[src/rtl/ssd_driver.sv]
// Four-digit multiplexed seven-segment driver with a sequential double-dabble converter.
// Optional leading-zero blanking when SSD_LEADING_ZERO_BLANK_EN is defined.
module ssd_driver #(
    parameter int unsigned REFRESH_BITS = 18
) (
    input  logic        clk,
    input  logic        rst,
    input  logic [12:0] value,
    output logic [3:0]  anode,
    output logic [6:0]  cathode,
    output logic        busy
);

    typedef enum logic {StIdle, StConvert} state_e;

    state_e                  state_q, state_d;
    logic [12:0]             last_q, last_d;
    logic [12:0]             shift_q, shift_d;
    logic [15:0]             work_q, work_d, work_adj;
    logic [15:0]             disp_q, disp_d;
    logic [3:0]              cnt_q, cnt_d;
    logic [REFRESH_BITS-1:0] scan_q, scan_d;
    logic [3:0]              anode_q, anode_d;
    logic [6:0]              cathode_q, cathode_d;
    logic [1:0]              sel;
    logic [3:0]              nib;
    logic                    blank;

    always_ff @(posedge clk) begin
        if (rst) begin
            state_q   <= StIdle;
            last_q    <= '0;
            shift_q   <= '0;
            work_q    <= '0;
            disp_q    <= '0;
            cnt_q     <= '0;
            scan_q    <= '0;
            anode_q   <= 4'b1110;
            cathode_q <= 7'b1000000;
        end else begin
            state_q   <= state_d;
            last_q    <= last_d;
            shift_q   <= shift_d;
            work_q    <= work_d;
            disp_q    <= disp_d;
            cnt_q     <= cnt_d;
            scan_q    <= scan_d;
            anode_q   <= anode_d;
            cathode_q <= cathode_d;
        end
    end

    always_comb begin
        state_d = state_q;
        last_d  = last_q;
        shift_d = shift_q;
        work_d  = work_q;
        disp_d  = disp_q;
        cnt_d   = cnt_q;
        scan_d  = scan_q + REFRESH_BITS'(1);
        for (int i = 0; i < 4; i++) begin
            work_adj[4*i +: 4] = (work_q[4*i +: 4] >= 4'd5) ? work_q[4*i +: 4] + 4'd3
                                                             : work_q[4*i +: 4];
        end
        unique case (state_q)
            StIdle: begin
                if (value != last_q) begin
                    last_d  = value;
                    shift_d = value;
                    work_d  = '0;
                    cnt_d   = 4'd12;
                    state_d = StConvert;
                end
            end
            StConvert: begin
                work_d  = {work_adj[14:0], shift_q[12]};
                shift_d = {shift_q[11:0], 1'b0};
                if (cnt_q == 4'd0) begin
                    // Only the finished result ever reaches the display register.
                    disp_d  = work_d;
                    state_d = StIdle;
                end else begin
                    cnt_d = cnt_q - 4'd1;
                end
            end
        endcase
    end

    // Outputs are registered from next-state values so anode, cathode and display move together.
    always_comb begin
        busy = (state_q == StConvert);
        sel  = scan_d[REFRESH_BITS-1 -: 2];
        nib  = disp_d[4*sel +: 4];
`ifdef SSD_LEADING_ZERO_BLANK_EN
        unique case (sel)
            2'd0: blank = 1'b0;
            2'd1: blank = (disp_d[15:4] == 12'd0);
            2'd2: blank = (disp_d[15:8] == 8'd0);
            2'd3: blank = (disp_d[15:12] == 4'd0);
        endcase
`else
        blank = 1'b0;
`endif
        anode_d = ~(4'b0001 << sel);
        unique case (nib)
            4'd0:    cathode_d = 7'b1000000;
            4'd1:    cathode_d = 7'b1111001;
            4'd2:    cathode_d = 7'b0100100;
            4'd3:    cathode_d = 7'b0110000;
            4'd4:    cathode_d = 7'b0011001;
            4'd5:    cathode_d = 7'b0010010;
            4'd6:    cathode_d = 7'b0000010;
            4'd7:    cathode_d = 7'b1111000;
            4'd8:    cathode_d = 7'b0000000;
            4'd9:    cathode_d = 7'b0010000;
            default: cathode_d = 7'b1111111;
        endcase
        if (blank) begin
            cathode_d = 7'b1111111;
        end
    end

    assign anode   = anode_q;
    assign cathode = cathode_q;

endmodule
[config.mk]
export PLATFORM = sky130hd
export DESIGN_NAME = ssd_driver
export DESIGN_NICKNAME = d
export VERILOG_FILES = /design/src/rtl/ssd_driver.sv
export SDC_FILE = /design/constraint.sdc
export NUM_CORES = 1
export LEC_CHECK = 0
export CAP_MARGIN = 20
export CORE_MARGIN = 2
export CORE_UTILIZATION = 59
export CTS_CLUSTER_DIAMETER = 80
export DETAILED_ROUTE_END_ITERATION = 12
export PLACE_DENSITY = 0.84
export SLEW_MARGIN = 20
export SYNTH_ARGS = -nofsm -noshare
export SYNTH_HDL_FRONTEND = slang
export SYNTH_SLANG_ARGS = --single-unit
[constraint.sdc]
create_clock -name clk -period 3.3 [get_ports clk]
set_input_delay 0.495 -clock clk [delete_from_list [all_inputs] [get_ports clk]]
set_output_delay 0.495 -clock clk [all_outputs]
set_load 0.02 [all_outputs]
==> results.sh, run 1 <==
export IMPL_status="complete, no violations"
export IMPL_hold_path_class="register to register"
export IMPL_crit_path_start_kind="register"
export IMPL_drt_vias_per_instance=5.51
export IMPL_start_util=0.609
export IMPL_drive_gt1_frac=0.0649
export IMPL_hold_path_cell_count=1
export IMPL_crit_chain="inv_1 > ha_1 > nand4bb_1 > buf_4 > o31ai_1 > mux2i_1 > mux2i_1 > inv_2 > ha_1 > mux2_4 > a221oi_2"
export IMPL_ys_seq_area_frac=0.417
export IMPL_routabilityCongestion=0.809
export IMPL_path_clk_slew_ns=0.10
export IMPL_grt_total_usage=0.217
export IMPL_grt_pass1_vias=3279
export IMPL_pwr_share_seq=0.511
export IMPL_setup_tns_ns=0
export IMPL_cts_max_level=3
export IMPL_die_w_um=90.5
export IMPL_drv_slew=0
export IMPL_cts_root_buf="clkbuf_8"
export IMPL_grt_pass1_wl_um=14700
export IMPL_yosysUniqueCellTypes=46
export IMPL_combPwrFrac=0.120
export IMPL_slowest_delay_ns=0.37
export IMPL_synth_area_per_cell_um2=8.81
export IMPL_firstDrtPassIters=4
export IMPL_synth_edf_count=0
export IMPL_skew_ns=0.0102
export IMPL_wl_per_cell_um=13.7
export IMPL_power_internal_uw=1710
export IMPL_io_buffer_count=26
export IMPL_n_antenna_cell=0
export IMPL_arrival_ns=3.25
export IMPL_cap_violations=0
export IMPL_slew_headroom=0.480
export IMPL_synthToLayoutAreaGrowth_pct=12.5
export IMPL_endpoint_kind="register"
export IMPL_worst_slack_ns=0.331
export IMPL_final_nets=550
export IMPL_p_clk_frac=0.369
export IMPL_syn_cell_area_mm2=0.00441
export IMPL_p_leak_uw=0.00213
export IMPL_hold_viol_final=0
export IMPL_rows=31
export IMPL_drtAntennaViolNets=0
export IMPL_antenna_found_initial=0
export IMPL_num_vias=3435
export IMPL_cts_path_max_buffers=2
export IMPL_nFillCells=557
export IMPL_post_place_cells=607
export IMPL_post_route_period_util=0.900
export IMPL_final_cells=623
export IMPL_drc_errors=0
export IMPL_setup_violations_final=0
export IMPL_dp_hpwl_um=5740
export IMPL_grt_max_degree=64
export IMPL_whs_endpoint="scan_q[0]"
export IMPL_synth_fp_nets=532
export IMPL_synth_warnings=0
export IMPL_rrSetupSlack_ns=0.33
export IMPL_post_place_ws_ns=0.226
export IMPL_rsz0062_at_grt="false"
export IMPL_period_minus_slack_ns=2.97
export IMPL_die_y_um=90.5
export IMPL_die_area_mm2=0.00819
export IMPL_max_vdd_ir_drop_mv=0.272
export IMPL_reg2reg_from="cnt_q[0]"
export IMPL_total_power_uw=2320
export IMPL_cts_sink_count=92
export IMPL_drtIter0Drc=173
export IMPL_r2r_end="cathode[4]"
export IMPL_insertion_delay_ns=0.37
export IMPL_p_switching_uw=605
export IMPL_sw_frac_of_total=0.261
export IMPL_crit_type="register to register"
export IMPL_routed_wirelength_um=8550
export IMPL_whs_ns=0.475
export IMPL_max_freq_mhz=337
export IMPL_pin_count=27
export IMPL_synth_seq_cells=92
export IMPL_cp_slowest_cell="mux2i_1"
export IMPL_required_ns=3.58
export IMPL_synthArstFlopShare=0
export IMPL_power_density_mw_per_mm2=467
export IMPL_syn_inst=501
export IMPL_overflow=0
export IMPL_dominantRegCellSynth="dfxtp_1"
export IMPL_tightest_slew_ns=0.780
export IMPL_rr_worst_depth=11
export IMPL_cts_buffers=9
export IMPL_hp_start="scan_q[0]"
export IMPL_crit_fanout=8
export IMPL_core_area_mm2=0.00725
export IMPL_cts_tree="done"
==> through the flow <==
| stage | utilization | instance area (um^2) |
|---|---|---|
| after floorplan | - | 4410 |
| after global placement | 0.653 | 4730 |
| after detailed placement | 0.653 | 4730 |
| after CTS | 0.684 | 4960 |
| after global routing | 0.685 | 4970 |
| final | 0.685 | 4970 |
==> repair_timing <==
action	CTS	global route
endpoints found under the setup margin	0	1
buffers inserted	0	0
resized for setup	0	1
hold buffers	0	0
==> layout by cell type (no fill, tap or decap), types with 5 or more instances in the layout <==
cell / netlist / routed
a211oi_1: 5 / 5
a21o_1: 6 / 6
a21oi_1: 39 / 39
buf_4: 0 / 8
clkbuf_8: 0 / 9
clkdlybuf4s50_1: 0 / 25
dfxtp_1: 92 / 91
ha_1: 16 / 16
inv_1: 14 / 14
mux2i_1: 53 / 53
nand2_1: 26 / 26
nand2b_1: 5 / 5
nand3_1: 11 / 11
nand4_1: 6 / 6
nor2_1: 99 / 99
nor2b_1: 6 / 6
nor3_1: 10 / 10
nor3b_1: 10 / 10
o21ai_0: 13 / 13
xnor2_1: 14 / 13
xor2_1: 14 / 14
==> power by group through the flow <==
stage | clock, uW | combinational (uW) | sequential, uW
final | 855 | 279 | 1190
after global routing | 906 | 309 | 1190
after CTS | 868 | 279 | 1180
after detailed placement | 0 | 278 | 1210
after global placement | 0 | 268 | 1210
after floorplan | 0 | 192 | 1210
==> cells in the mapped netlist, types with 2 or more instances <==
cell type | instances | area (um^2)
a211o_1 | 3 | 26.3
a211oi_1 | 5 | 37.5
a21o_1 | 6 | 45.0
a21oi_1 | 39 | 195
and2_1 | 4 | 25.0
buf_1 | 3 | 11.3
buf_2 | 3 | 15.0
buf_6 | 2 | 22.5
clkbuf_1 | 19 | 71.3
dfxtp_1 | 92 | 1840
ha_1 | 16 | 200
inv_1 | 14 | 52.6
mux2i_1 | 53 | 531
nand2_1 | 26 | 97.6
nand2b_1 | 5 | 31.3
nand3_1 | 11 | 55.1
nand4_1 | 6 | 37.5
nor2_1 | 99 | 372
nor2b_1 | 6 | 37.5
nor3_1 | 10 | 50.1
nor3b_1 | 10 | 75.1
nor4_1 | 2 | 12.5
o21ai_0 | 13 | 65.1
o31a_1 | 2 | 17.5
o31ai_1 | 3 | 22.5
or3_1 | 3 | 18.8
xnor2_1 | 14 | 123
xor2_1 | 14 | 123
==> critical path, delay by kind of cell (launching register included) <==
kind / cells / cell delay, ns
and+or+nand+nor: 1 / 0.35
adders and majority gates: 2 / 0.43
muxes: 3 / 0.77
buffers and inverters: 3 / 0.49
DFF: 1 / 0.35
AOI/OAI and AO/OA: 2 / 0.50
==> area by class of cell <==
class                           count  area, um^2  area share
Multi-Input combinational cell    367        2400       0.484
Timing Repair Buffer               34         315      0.0635
Clock buffer                       10         128      0.0257
Sequential cell                    92        1840       0.371
Clock inverter                      6        96.3      0.0194
Tap cell                           99         124      0.0249
Inverter                           15        56.3      0.0113
==> worst max-delay path by stage <==
stage / start / end / slack [ns] / cells after the start
after floorplan: cnt_q[0] / cathode[4] / 0.74 / 12
after global placement: scan_q[0] / cathode[4] / 0.38 / 10
after detailed placement: scan_q[0] / cathode[4] / 0.23 / 10
after CTS: scan_q[0] / cathode[4] / 0.18 / 10
after global routing: cnt_q[0] / cathode[4] / 0.04 / 11
final: cnt_q[0] / cathode[4] / 0.33 / 11
==> registers in the layout (all words and copies together), names as in the netlist <==
register  flops
busy          1
disp_q       16
work_q       16
cnt_q         4
cathode       7
scan_q       18
shift_q      13
anode         4
last_q       13
==> layer usage <==
layer / up-vias / GRT usage / wire length, um
li1: 1737 / - / -
met1: 1631 / 0.274 / 3930
met2: 55 / 0.372 / 4210
met3: 12 / 0.0309 / 273
met4: 0 / 0.0885 / 135
met5: - / 0 / 0
==> cell families after synthesis <==
kind of cell | Yosys count | synth area share
AO/OA/AOI/OAI | 79 | 0.109
XOR/XNOR | 29 | 0.0592
adder cells (fa/ha/maj) | 16 | 0.0454
buffers and inverters | 42 | 0.0400
flip-flops | 92 | 0.417
multiplexers | 55 | 0.127
AND/OR/NAND/NOR | 188 | 0.202
(Power assumes the default switching activity.)
==> run 2: changes to the inputs <==
Settings changed: CAP_MARGIN 20 to not set.
==> results of run 2 <==
Same layout as run 1: the final DEF is identical, and so are final timing and power.
